**src/rtl/data_mem_access_unit.sv**
```systemverilog
// -----------------------------------------------------------------------------
// data_mem_access_unit
//
// Turns RV32I loads and stores (LB/LH/LW/LBU/LHU/SB/SH/SW) into word accesses
// on a data memory with a combinational read and a clock-edge write.
// Sub-word stores use read-modify-write. Loads are lane-extracted and extended.
// Misaligned or illegal requests are answered with a fault and never touch
// memory.
//
// Handshake: a request transfers on a rising edge where req_valid_i and
// req_ready_o are both high. req_ready_o is high only when idle. resp_valid_o
// is a one-cycle pulse. resp_rdata_o and resp_misaligned_o stay stable from
// that pulse until the next pulse or reset.
//
// Ports
//   clk_i, rst_i          clock, synchronous active-high reset
//   req_valid_i/ready_o   request handshake
//   req_write_i           1 = store, 0 = load
//   req_funct3_i          RV32I funct3 (size / sign)
//   req_addr_i            byte address
//   req_wdata_i           store data, right-aligned
//   resp_valid_o          completion pulse
//   resp_rdata_o          extended load data (0 for stores and faults)
//   resp_misaligned_o     fault flag, valid with resp_valid_o
//   mem_write_en_o        memory write enable
//   mem_write_data_o      memory write data
//   mem_address_o         memory byte address, always word-aligned
//   mem_read_data_i       memory read data (combinational on mem_address_o)
//   dbg_state_o           current FSM state, for observation only
// -----------------------------------------------------------------------------
module data_mem_access_unit #(
    parameter int ADDRESS_WIDTH = 6,
    parameter int DATA_WIDTH    = 32
) (
    input  logic                     clk_i,
    input  logic                     rst_i,
    input  logic                     req_valid_i,
    output logic                     req_ready_o,
    input  logic                     req_write_i,
    input  logic [2:0]               req_funct3_i,
    input  logic [ADDRESS_WIDTH+1:0] req_addr_i,
    input  logic [DATA_WIDTH-1:0]    req_wdata_i,
    output logic                     resp_valid_o,
    output logic [DATA_WIDTH-1:0]    resp_rdata_o,
    output logic                     resp_misaligned_o,
    output logic                     mem_write_en_o,
    output logic [DATA_WIDTH-1:0]    mem_write_data_o,
    output logic [ADDRESS_WIDTH+1:0] mem_address_o,
    input  logic [DATA_WIDTH-1:0]    mem_read_data_i,
    output logic [2:0]               dbg_state_o
);

    localparam int AW = ADDRESS_WIDTH + 2;

    typedef enum logic [2:0] {
        S_IDLE     = 3'd0,
        S_LOAD     = 3'd1,
        S_ST_READ  = 3'd2,
        S_ST_WRITE = 3'd3,
        S_RESP     = 3'd4
    } state_e;

    state_e                  state_q;
    logic [AW-1:0]           addr_q;
    logic [2:0]              funct3_q;
    logic [15:0]             wdata_q;      // only the low halfword is merged
    logic [DATA_WIDTH-1:0]   word_q;       // word to be written
    logic [DATA_WIDTH-1:0]   rdata_q;
    logic                    misaligned_q;

    // Fault check on the incoming request.
    logic req_legal;
    logic req_misalign;
    logic req_fault;

    always_comb begin
        req_legal = 1'b0;
        case (req_funct3_i)
            3'b000, 3'b001, 3'b010: req_legal = 1'b1;
            3'b100, 3'b101:         req_legal = !req_write_i;
            default:                req_legal = 1'b0;
        endcase
        req_misalign = 1'b0;
        case (req_funct3_i[1:0])
            2'b01:   req_misalign = req_addr_i[0];
            2'b10:   req_misalign = |req_addr_i[1:0];
            default: req_misalign = 1'b0;
        endcase
        req_fault = !req_legal || req_misalign;
    end

    // Lane extraction and extension of the word currently read.
    logic [7:0]            ld_byte;
    logic [15:0]           ld_half;
    logic [DATA_WIDTH-1:0] load_d;

    always_comb begin
        ld_byte = mem_read_data_i[7:0];
        case (addr_q[1:0])
            2'd0: ld_byte = mem_read_data_i[7:0];
            2'd1: ld_byte = mem_read_data_i[15:8];
            2'd2: ld_byte = mem_read_data_i[23:16];
            2'd3: ld_byte = mem_read_data_i[31:24];
            default: ld_byte = mem_read_data_i[7:0];
        endcase
        ld_half = addr_q[1] ? mem_read_data_i[31:16] : mem_read_data_i[15:0];
        case (funct3_q)
            3'b000:  load_d = {{24{ld_byte[7]}}, ld_byte};
            3'b001:  load_d = {{16{ld_half[15]}}, ld_half};
            3'b100:  load_d = {24'd0, ld_byte};
            3'b101:  load_d = {16'd0, ld_half};
            default: load_d = mem_read_data_i;
        endcase
    end

    // Sub-word store: old word with the addressed lane replaced.
    logic [DATA_WIDTH-1:0] merged_d;

    always_comb begin
        merged_d = mem_read_data_i;
        if (funct3_q[1:0] == 2'b00) begin
            case (addr_q[1:0])
                2'd0: merged_d[7:0]   = wdata_q[7:0];
                2'd1: merged_d[15:8]  = wdata_q[7:0];
                2'd2: merged_d[23:16] = wdata_q[7:0];
                2'd3: merged_d[31:24] = wdata_q[7:0];
                default: merged_d = mem_read_data_i;
            endcase
        end else if (addr_q[1]) begin
            merged_d[31:16] = wdata_q;
        end else begin
            merged_d[15:0] = wdata_q;
        end
    end

    always_ff @(posedge clk_i) begin
        if (rst_i) begin
            state_q      <= S_IDLE;
            addr_q       <= '0;
            funct3_q     <= '0;
            wdata_q      <= '0;
            word_q       <= '0;
            rdata_q      <= '0;
            misaligned_q <= 1'b0;
        end else begin
            case (state_q)
                S_IDLE: begin
                    if (req_valid_i) begin
                        addr_q   <= req_addr_i;
                        funct3_q <= req_funct3_i;
                        wdata_q  <= req_wdata_i[15:0];
                        if (req_fault) begin
                            rdata_q      <= '0;
                            misaligned_q <= 1'b1;
                            state_q      <= S_RESP;
                        end else if (req_write_i) begin
                            if (req_funct3_i[1:0] == 2'b10) begin
                                word_q  <= req_wdata_i;
                                state_q <= S_ST_WRITE;
                            end else begin
                                state_q <= S_ST_READ;
                            end
                        end else begin
                            state_q <= S_LOAD;
                        end
                    end
                end
                S_LOAD: begin
                    rdata_q      <= load_d;
                    misaligned_q <= 1'b0;
                    state_q      <= S_RESP;
                end
                S_ST_READ: begin
                    word_q  <= merged_d;
                    state_q <= S_ST_WRITE;
                end
                S_ST_WRITE: begin
                    rdata_q      <= '0;
                    misaligned_q <= 1'b0;
                    state_q      <= S_RESP;
                end
                S_RESP:  state_q <= S_IDLE;
                default: state_q <= S_IDLE;
            endcase
        end
    end

    assign req_ready_o       = (state_q == S_IDLE);
    assign resp_valid_o      = (state_q == S_RESP);
    assign resp_rdata_o      = rdata_q;
    assign resp_misaligned_o = misaligned_q;
    // Gated by reset so an access interrupted in its write cycle never lands.
    assign mem_write_en_o    = (state_q == S_ST_WRITE) && !rst_i;
    assign mem_write_data_o  = word_q;
    assign mem_address_o     = {addr_q[AW-1:2], 2'b00};
    assign dbg_state_o       = state_q;

endmodule

```
**config.mk**
```make
export PLATFORM = sky130hd
export DESIGN_NAME = data_mem_access_unit
export DESIGN_NICKNAME = d
export VERILOG_FILES = /design/src/rtl/data_mem_access_unit.sv
export SDC_FILE = /design/constraint.sdc
export NUM_CORES = 1
export LEC_CHECK = 0
export CORE_ASPECT_RATIO = 1.4
export CORE_MARGIN = 10
export CORE_UTILIZATION = 43
export CTS_CLUSTER_DIAMETER = 200
export DETAILED_ROUTE_END_ITERATION = 10
export GPL_TIMING_DRIVEN = 1
export PLACE_DENSITY = 0.87
export SLEW_MARGIN = 20
export SYNTH_ARGS = -nofsm -noshare
export SYNTH_HDL_FRONTEND = slang
export SYNTH_SLANG_ARGS = --single-unit
```
**constraint.sdc**
```tcl
create_clock -name clk_i -period 2.05 [get_ports clk_i]
set_input_delay 0.41 -clock clk_i [delete_from_list [all_inputs] [get_ports clk_i]]
set_output_delay 0.41 -clock clk_i [all_outputs]
set_load 0.1 [all_outputs]
```
After elaboration in Yosys (flattened, before gate mapping):

Cells that the tools add are included.

* logic and storage cells: 77
* output and inout port bits: 79
* register bits after elaboration: 95
* bits of input ports: 79

* equal/unequal tests: 21
* reductions and logical operators: 21
* multiplexer cells: 28

Operators with widths (number)
* 2-to-1 mux 32 bit: 7
* case mux 32 bit (4 select lines): 1
* case mux 32 bit (3 select lines): 1
* case mux 32 bit (2 select lines): 1
* 2-to-1 mux 16 bit: 3
* 2-to-1 mux 8 bit: 4
* case mux 8 bit (4 select lines): 1
* == test 3 bit (second input constant): 5
* == test 3 x 1 -> 1 bit (second input constant): 3
* == test 3 x 2 -> 1 bit (second input constant): 3
* zero test 3 bit: 3
* 2-to-1 mux 3 bit: 3
* case mux 3 bit (3 select lines): 1
* == test 2 bit (second input constant): 3
* inequality test 2 x 1 -> 1 bit (second input constant): 3
* case mux 1 bit (2 select lines): 3
* AND reduction 3 bit: 2
* OR reduction 2 bit: 3
* AND reduction 5 bit: 1
* == test 2 x 1 -> 1 bit (second input constant): 2
* zero test 2 bit: 2
* inequality test 2 bit (second input constant): 2
* nonzero test 2 bit: 2
* zero test 1 bit: 3
* other kinds (6): 8

Depth between registers and ports, before layout:

Gate-level depths: netlist of the first run.

* depth after elaboration: 8
* mapped depth: 8
* depth with buffers taken out: 6

Worst setup path after synthesis of the first run:

No wires, ideal clock.

* kind: flip-flop to output port
* from: register state_q[2], in the netlist dbg_state_o[2]
* to: output port resp_valid_o
* stages on the path, launching flop included: 4
* path buffers: 1
* data required time: 1640 ps
* slack: -1721 ps
* arrival: 3361 ps
* cells stage by stage: dfxtp_1 buf_2 inv_1 nor3_1

* longest elaborated chain between the ends: 1

RTL lines
* from (decl): RTL line 63 `state_e state_q;`
* from (signal assigned): RTL line 138 `state_q <= S_IDLE;`
* from (signal assigned): RTL line 155 `state_q <= S_RESP;`
* from (signal assigned): RTL line 159 `state_q <= S_ST_WRITE;`
* == test 3 bit: RTL line 189 `assign resp_valid_o = (state_q == S_RESP);`
* to (decl): RTL line 43 `output logic resp_valid_o,`

No other way between the ends.

Final worst setup path of the first run:

* from: register addr_q[0]
* to: register word_q[1], in the netlist mem_write_data_o[1]

* longest elaborated chain between the ends: 4

RTL lines
* from (decl): RTL line 64 `logic [AW-1:0] addr_q;`
* from (signal assigned): RTL line 149 `addr_q <= req_addr_i;`
* zero test 2 bit: RTL line 122 `case (addr_q[1:0])`
* 2-to-1 mux 8 bit: RTL line 122
* 2-to-1 mux 32 bit: RTL line 121 `if (funct3_q[1:0] == 2'b00) begin`
* case mux 32 bit (2 select lines): RTL line 146 `case (state_q)`
* to (signal assigned): RTL line 158 `word_q <= req_wdata_i;`
* to (signal assigned): RTL line 174 `word_q <= merged_d;`
* to (decl): RTL line 67 `logic [DATA_WIDTH-1:0] word_q;`

No other way between the ends.
A chain may end at the register's enable or synchronous reset.

==> results of run 1 <==
-- report_power, final --
group	total [mW]	internal, mW	switching [mW]
Combinational	1.92	0.618	1.30
Clock	1.72	0.980	0.741
Sequential	2.04	1.95	0.0878
-- metrics by stage --
step	instance area (um2)	worst slack [ns]
after global routing	7490	-0.0903
final	7490	0.0144
after detailed placement	6920	-0.661
after CTS	7380	0.0680
after floorplan	5310	-0.228
after global placement	6920	-0.537
-- final cells by class --
type	instances	area [um2]
multi-input cells	433	3140
flip-flops and latches	95	1910
inverters	39	146
repair buffers	198	1810
fillers	954	4390
diodes	1	2.50
clock buffers	11	243
well taps	147	184
clock inverters	5	57.6
-- logic make-up (layout without fill, tap and decap cells) --
logic type | count (synthesis) | in the layout | share of synthesized area
muxes | 30 | 30 | 0.0660
and+or+nand+nor | 185 | 185 | 0.164
buffers and inverters | 107 | 253 | 0.0928
other | 1 | 3 | 0.000717
AOI/OAI and AO/OA | 212 | 213 | 0.306
DFF | 95 | 95 | 0.364
adders and majority gates | 3 | 3 | 0.00718
-- state kept, by name, summed over array words and instances, names as in the netlist --
| signal | flops |
|---|---|
| wdata_q | 16 |
| addr_q | 8 |
| mem_write_data_o | 32 |
| funct3_q | 3 |
| resp_rdata_o | 32 |
| resp_misaligned_o | 1 |
| dbg_state_o | 3 |
-- how the worst max path moves through the flow --
stage / end / cells past startpoint
floorplan: addr_q[5] / 6
global placement: mem_write_data_o[1] / 7
detailed placement: mem_write_data_o[23] / 7
CTS: mem_write_data_o[23] / 5
global route: mem_write_data_o[1] / 3
finish: mem_write_data_o[1] / 3
-- routing by layer --
layer	vias up	track usage	routed length (um)
li1	2631	-	-
met1	2695	0.235	7230
met2	338	0.378	10100
met3	93	0.0542	1510
met4	0	0.148	1290
met5	-	0	0
-- placed cells by master, fill, tap and decap left out, types with 3 or more instances in the layout --
| cell | n |
|---|---|
| clkbuf_16 | 9 |
| o21ai_0 | 39 |
| a221oi_2 | 4 |
| mux2i_1 | 12 |
| clkdlybuf4s50_1 | 75 |
| a311oi_1 | 16 |
| mux2_2 | 16 |
| nor2_1 | 52 |
| o41ai_2 | 10 |
| dfxtp_1 | 92 |
| or3_1 | 14 |
| o311ai_2 | 9 |
| o2bb2ai_1 | 7 |
| nand2_1 | 71 |
| buf_4 | 110 |
| inv_1 | 37 |
| o311ai_4 | 4 |
| o32ai_1 | 31 |
| nor2b_1 | 26 |
| a221oi_1 | 4 |
| o22ai_1 | 8 |
| buf_12 | 10 |
| dfxtp_4 | 3 |
| nand2b_1 | 3 |
| o311ai_1 | 3 |
| o41ai_1 | 7 |
| o221ai_1 | 16 |
| and3_1 | 3 |
| a21oi_1 | 41 |
-- worst max-delay path: stages (launching register included) --
cell and delay [ns]:
dfxtp_1 0.44, a21oi_1 0.67, mux2_2 0.43, o41ai_1 0.36
-- repair_timing --
item	in CTS	in global routing
buffers inserted	1	0
hold buffers	0	0
resized for setup	33	16
gates cloned	1	0
pin swaps	3	0
endpoints found under the setup margin	66	35
==> metrics.md, run 1 <==
| Metric | Value |
|---|---|
| Nets | `between 800 and 900` |
| CTS buffer count | `9` |
| Final Power | `about 5.7 mW` |
| Fin crit share | `0.993` |
| Drt drc | `0` |
| Post-route insts no fill | `929` |
| Ports | `158` |
| Port bufs | `155` |
| Hold_sp | `wdata_q[15]` |
| Hold EP | `wdata_q[15]` |
| Setup Viol. Count Final | `0` |
| Post-Syn Area | `roughly 0.0052 mm2` |
| Vias post-DR | `5757` |
| 1st-iter DRT viols | `roughly 540` |
| Row count | `47` |
| Top FF cell, synth | `dfxtp_1` |
| Worst hold path class | `flip-flop to flip-flop` |
| Hold path depth | `2` |
| Slew Limit Fails | `0` |
| Post-route minimum period | `~2.0 ns` |
| CTS Sinks | `95` |
| Achievable Freq | `roughly 0.49 GHz` |
| Startpoint types | `flip-flop` |
| Crit Path Max Fanout | `13` |
| Warnings, synthesis | `0` |
| Wirelength per Cell | `between 20 and 25 um` |
| R2R setup slack | `roughly 0.014 ns` |
| Die Y | `150 um` |
| Post-synth EDFFs | `0` |
| Leakage | `roughly 2.8 nW` |
| Reg-to-Reg Start | `addr_q[0]` |
| CTS root buffer | `clkbuf_16` |
| Top cells by area, synth | `dfxtp_1 (36%), o32ai_1 (5.2%), nand2_1 (5.2%)` |
| Power Density | `between 700 and 800 mW/mm2` |
| Worst-margin pin slew | `0.786 ns` |
| Post-synthesis register bit count | `95` |
| WP data required | `around 2.3 ns` |
| Total of max-cap violations | `0` |
| Post-synth top cells | `dfxtp_1 (95), nand2_1 (72), nor2_1 (52), a21oi_1 (42), o21ai_0 (39)` |
| CORE AREA | `roughly 0.012 mm2` |
| Clk_lat worst skew | `0.35 ns` |
| Antenna Violating Nets Remaining | `0` |
| DR pass1 iterations | `5` |
| Largest net degree at the start of global routing | `110` |
| CP Data Arrival Time | `~2.3 ns` |
| GRT Util Overall | `0.221` |
| R2R Path End | `mem_write_data_o[1]` |
| Placed Cells | `approximately 900` |
| Reg clk slew, reported paths | `0.07 ns` |
| RD Place Congestion | `roughly 0.96` |
| Peak VDD IR | `approximately 0.38 mV` |
| Final hold vios | `0` |
| Cell count after synthesis | `~630` |
| DPL Wire Length | `14.2 mm` |
| First-pass GRT wire length | `about 30 mm` |
| Post-synthesis sequential area ratio | `0.364` |
| Fin util | `0.630` |
| Worst setup path startpoint | `addr_q[0]` |
| Share of layout cells above drive strength 1 | `0.260` |
| Async SR Flop Fraction | `0` |
| Worst hold slack | `between 0.4 and 0.5 ns` |
| Outcome | `finished, final reports clean` |
| Die width | `113 um` |
| Total gr overflow | `0` |
| Aggregate routed wire length | `~20 mm` |
| Antenna violations before repair | `1` |
| Most common cell in the netlist | `dfxtp_1` |
| Yosys top cell by area | `dfxtp_1` |
| CP Capture Type | `flip-flop` |
| Post-synthesis cell type count | `between 50 and 60` |
| Layout area overhead | `43.2%` |
| Layout Skew | `slightly above 0.006 ns` |
| Setup TNS | `0 ns` |
| Initial Util | `0.440` |
| Number of global-route vias before repair | `between 5000 and 6000` |
| Via-to-Cell Ratio | `approximately 6.2` |
| Maximum clock insertion buffer count | `2` |
| Slew headroom | `0.476` |
| Level count of the clock H-tree | `3` |
| R2R cell count | `3` |
| CTS tree | `yes` |
| Die area | `approximately 0.017 mm2` |
| Critical path class | `flip-flop to flip-flop` |
| Mapped Avg Cell Area | `about 8.3 um2` |
| Top cell type's share of synthesized area | `0.364` |
Power figures use the tool's default switching activity.
==> run 2: changes to the inputs <==
CTS_CLUSTER_DIAMETER = 40   (was 200)
==> results of run 2 <==
Same layout as run 1: the final DEF is identical, and so are final timing and power.
==> run 3: changes to the inputs <==
CTS_BUF_LIST = sky130_fd_sc_hd__clkbuf_16   (was default)
==> metrics.md, run 3 (same netlist as run 1, synthesis figures left out) <==
| Metric | Value |
|---|---|
| Share of layout cells above drive strength 1 | `0.260` |
| Fin util | `0.630` |
| Wirelength per Cell | `about 22 um` |
| Die area | `~0.017 mm2` |
| Delay of the slowest critical-path stage | `0.67 ns` |
| DPL Wire Length | `around 14 mm` |
| Layout Skew | `about 0.0084 ns` |
| Reg clk slew, reported paths | `~0.07 ns` |
| Fin crit share | `1.00` |
| CTS root buffer | `clkbuf_16` |
| Number of global-route vias before repair | `around 5600` |
| Power Density | `753 mW/mm2` |
| CP delay by family, top | `compound AO/OA/AOI/OAI gates` |
| DP Area | `slightly below 0.007 mm2` |
| Post-route minimum period | `~2.1 ns` |
| Via-to-Cell Ratio | `between 6 and 7` |
| Clk_lat worst skew | `roughly 0.35 ns` |
| Worst hold path class | `flip-flop to flip-flop` |
| Total gr overflow | `0` |
| Logic pwr share | `0.341` |
| CP Capture Type | `flip-flop` |
| Proportion of power drawn by the clock network | `0.296` |
| CTS Sinks | `95` |
| Met1 Track Usage GR | `0.235` |
| First-pass GRT wire length | `~30 mm` |
| CP Data Arrival Time | `roughly 2.3 ns` |
| Leakage | `approximately 2.8 nW` |
| WP data required | `between 2 and 2.5 ns` |
| Final Power | `~5.6 mW` |
| Total of max-cap violations | `0` |
| Largest net degree at the start of global routing | `110` |
| RD Place Congestion | `roughly 0.96` |
| Die width | `between 100 and 150 um` |
| Row count | `47` |
| Outcome | `finished with violations` |
| Pint | `roughly 3.5 mW` |
| 1st-iter DRT viols | `approximately 500` |
| Die Y | `around 150 um` |
| Slew Limit Fails | `0` |
| Net switching power | `~2.1 mW` |
| CTS tree | `yes` |
| Slowest library cell on the worst path | `a21oi_1` |
| Nets | `around 860` |
| Crit Path Max Fanout | `13` |
| Peak VDD IR | `0.380 mV` |
| Vias post-DR | `between 5000 and 6000` |
| Maximum clock insertion buffer count | `2` |
| Levels on crit path | `3` |
| Critical path class | `flip-flop to flip-flop` |
| Drt drc | `0` |
| Switching share of total power | `0.377` |
| GR Util met2 | `0.377` |
| Aggregate routed wire length | `20.0 mm` |
| Initial Util | `0.440` |
| Setup Viol. Count Final | `1` |
| Achievable Freq | `0.486 GHz` |
| Placed Cells | `910` |
| Worst-margin pin slew | `around 0.78 ns` |
| Layout area overhead | `43.1%` |
| Top Usage Layer GRT | `met2` |
| Most common cell after layout, fill and taps aside | `buf_4` |
| Post-route insts no fill | `929` |
| Ports | `about 160` |
| DR pass1 iterations | `5` |
| CORE AREA | `approximately 0.012 mm2` |
| Worst-path cell chain | `a21oi_1 > mux2_2 > o41ai_1` |
| Slew headroom | `0.479` |
| Sequential share of power | `0.363` |
| Port bufs | `roughly 160` |
| Antenna Violating Nets Remaining | `0` |
| Final hold vios | `0` |
| Buffers plus inverters on the worst setup path | `0` |
| Setup ws final | `-0.00708 ns` |
| Post-layout instance area | `between 0.007 and 0.008 mm2` |
| Startpoint types | `flip-flop` |
| Most frequent cells in the layout | `buf_4 (110), dfxtp_1 (92), clkdlybuf4s50_1 (75), nand2_1 (71), nor2_1 (52)` |
| Level count of the clock H-tree | `3` |
| Met3 usage | `0.0522` |
| CTS buffer count | `9` |
| Failing checks | `setup timing` |
| Hold path depth | `2` |
| GRT Util Overall | `0.220` |
| Antenna violations before repair | `1` |
| R2R cell count | `3` |
[run 3: cell count changes in the layout (fill, tap and decap cells not counted)]
cell	before	now
inv_1	37	38
clkbuf_1	1	0
o311ai_1	3	2
clkbuf_8	1	0
clkinv_1	2	3
o311ai_2	9	10
[run 3: per-layer routing]
layer | part of all wire | wire length (um)
met1 | 0.36 | 7190
met2 | 0.50 | 10000
met3 | 0.075 | 1490
met4 | 0.063 | 1260
met5 | 0 | 0
[run 3: stage by stage]
step | hold slack, ns | setup WS [ns] | TNS (ns)
6_report | 0.457 | -0.00708 | -0.00708
2_1_floorplan | 0.433 | -0.228 | -11.97
5_1_grt | 0.477 | -0.0903 | -0.170
3_5_place_dp | 0.444 | -0.661 | -37.99
4_1_cts | 0.454 | 0.0680 | 0
3_3_place_gp | 0.438 | -0.537 | -31.56
[run 3: worst paths after layout]
kind                from                   to  slack (ns)
min          wdata_q[11]          wdata_q[11]        0.46
min reg2reg  wdata_q[11]          wdata_q[11]        0.46
max reg2reg    addr_q[0]  mem_write_data_o[1]      -0.007
max            addr_q[0]  mem_write_data_o[1]      -0.007
[run 3: final cells by class]
class	count	area (um2)
Multi-Input combinational cell	433	3140
Clock buffer	9	225
Fill cell	955	4390
Inverter	39	146
Clock inverter	7	65.1
Tap cell	147	184
Sequential cell	95	1910
Antenna cell	1	2.50
Timing Repair Buffer	198	1810
[run 3: power groups by stage]
stage                     sequential [mW]  clock [mW]  combinational, mW
final                                2.04        1.67               1.92
after global routing                 2.05        1.76               2.00
after CTS                            2.04        1.68               1.87
after detailed placement             2.08           0               1.82
after global placement               2.08           0               1.81
after floorplan                      2.52           0              0.817
[run 3: repair_timing]
item	4_1_cts	5_1_grt
endpoints found under the hold margin	0	0
resized for setup	33	17
pin swaps	3	0
setup buffers	1	0
hold buffers	0	0
cloned	1	0
endpoints found under the setup margin	66	29
[run 3: tightest hold or removal path: stages, from the launching register on]
cell,delay (ns)
dfxtp_1,0.31
nand2_1,0.05
a21oi_1,0.05
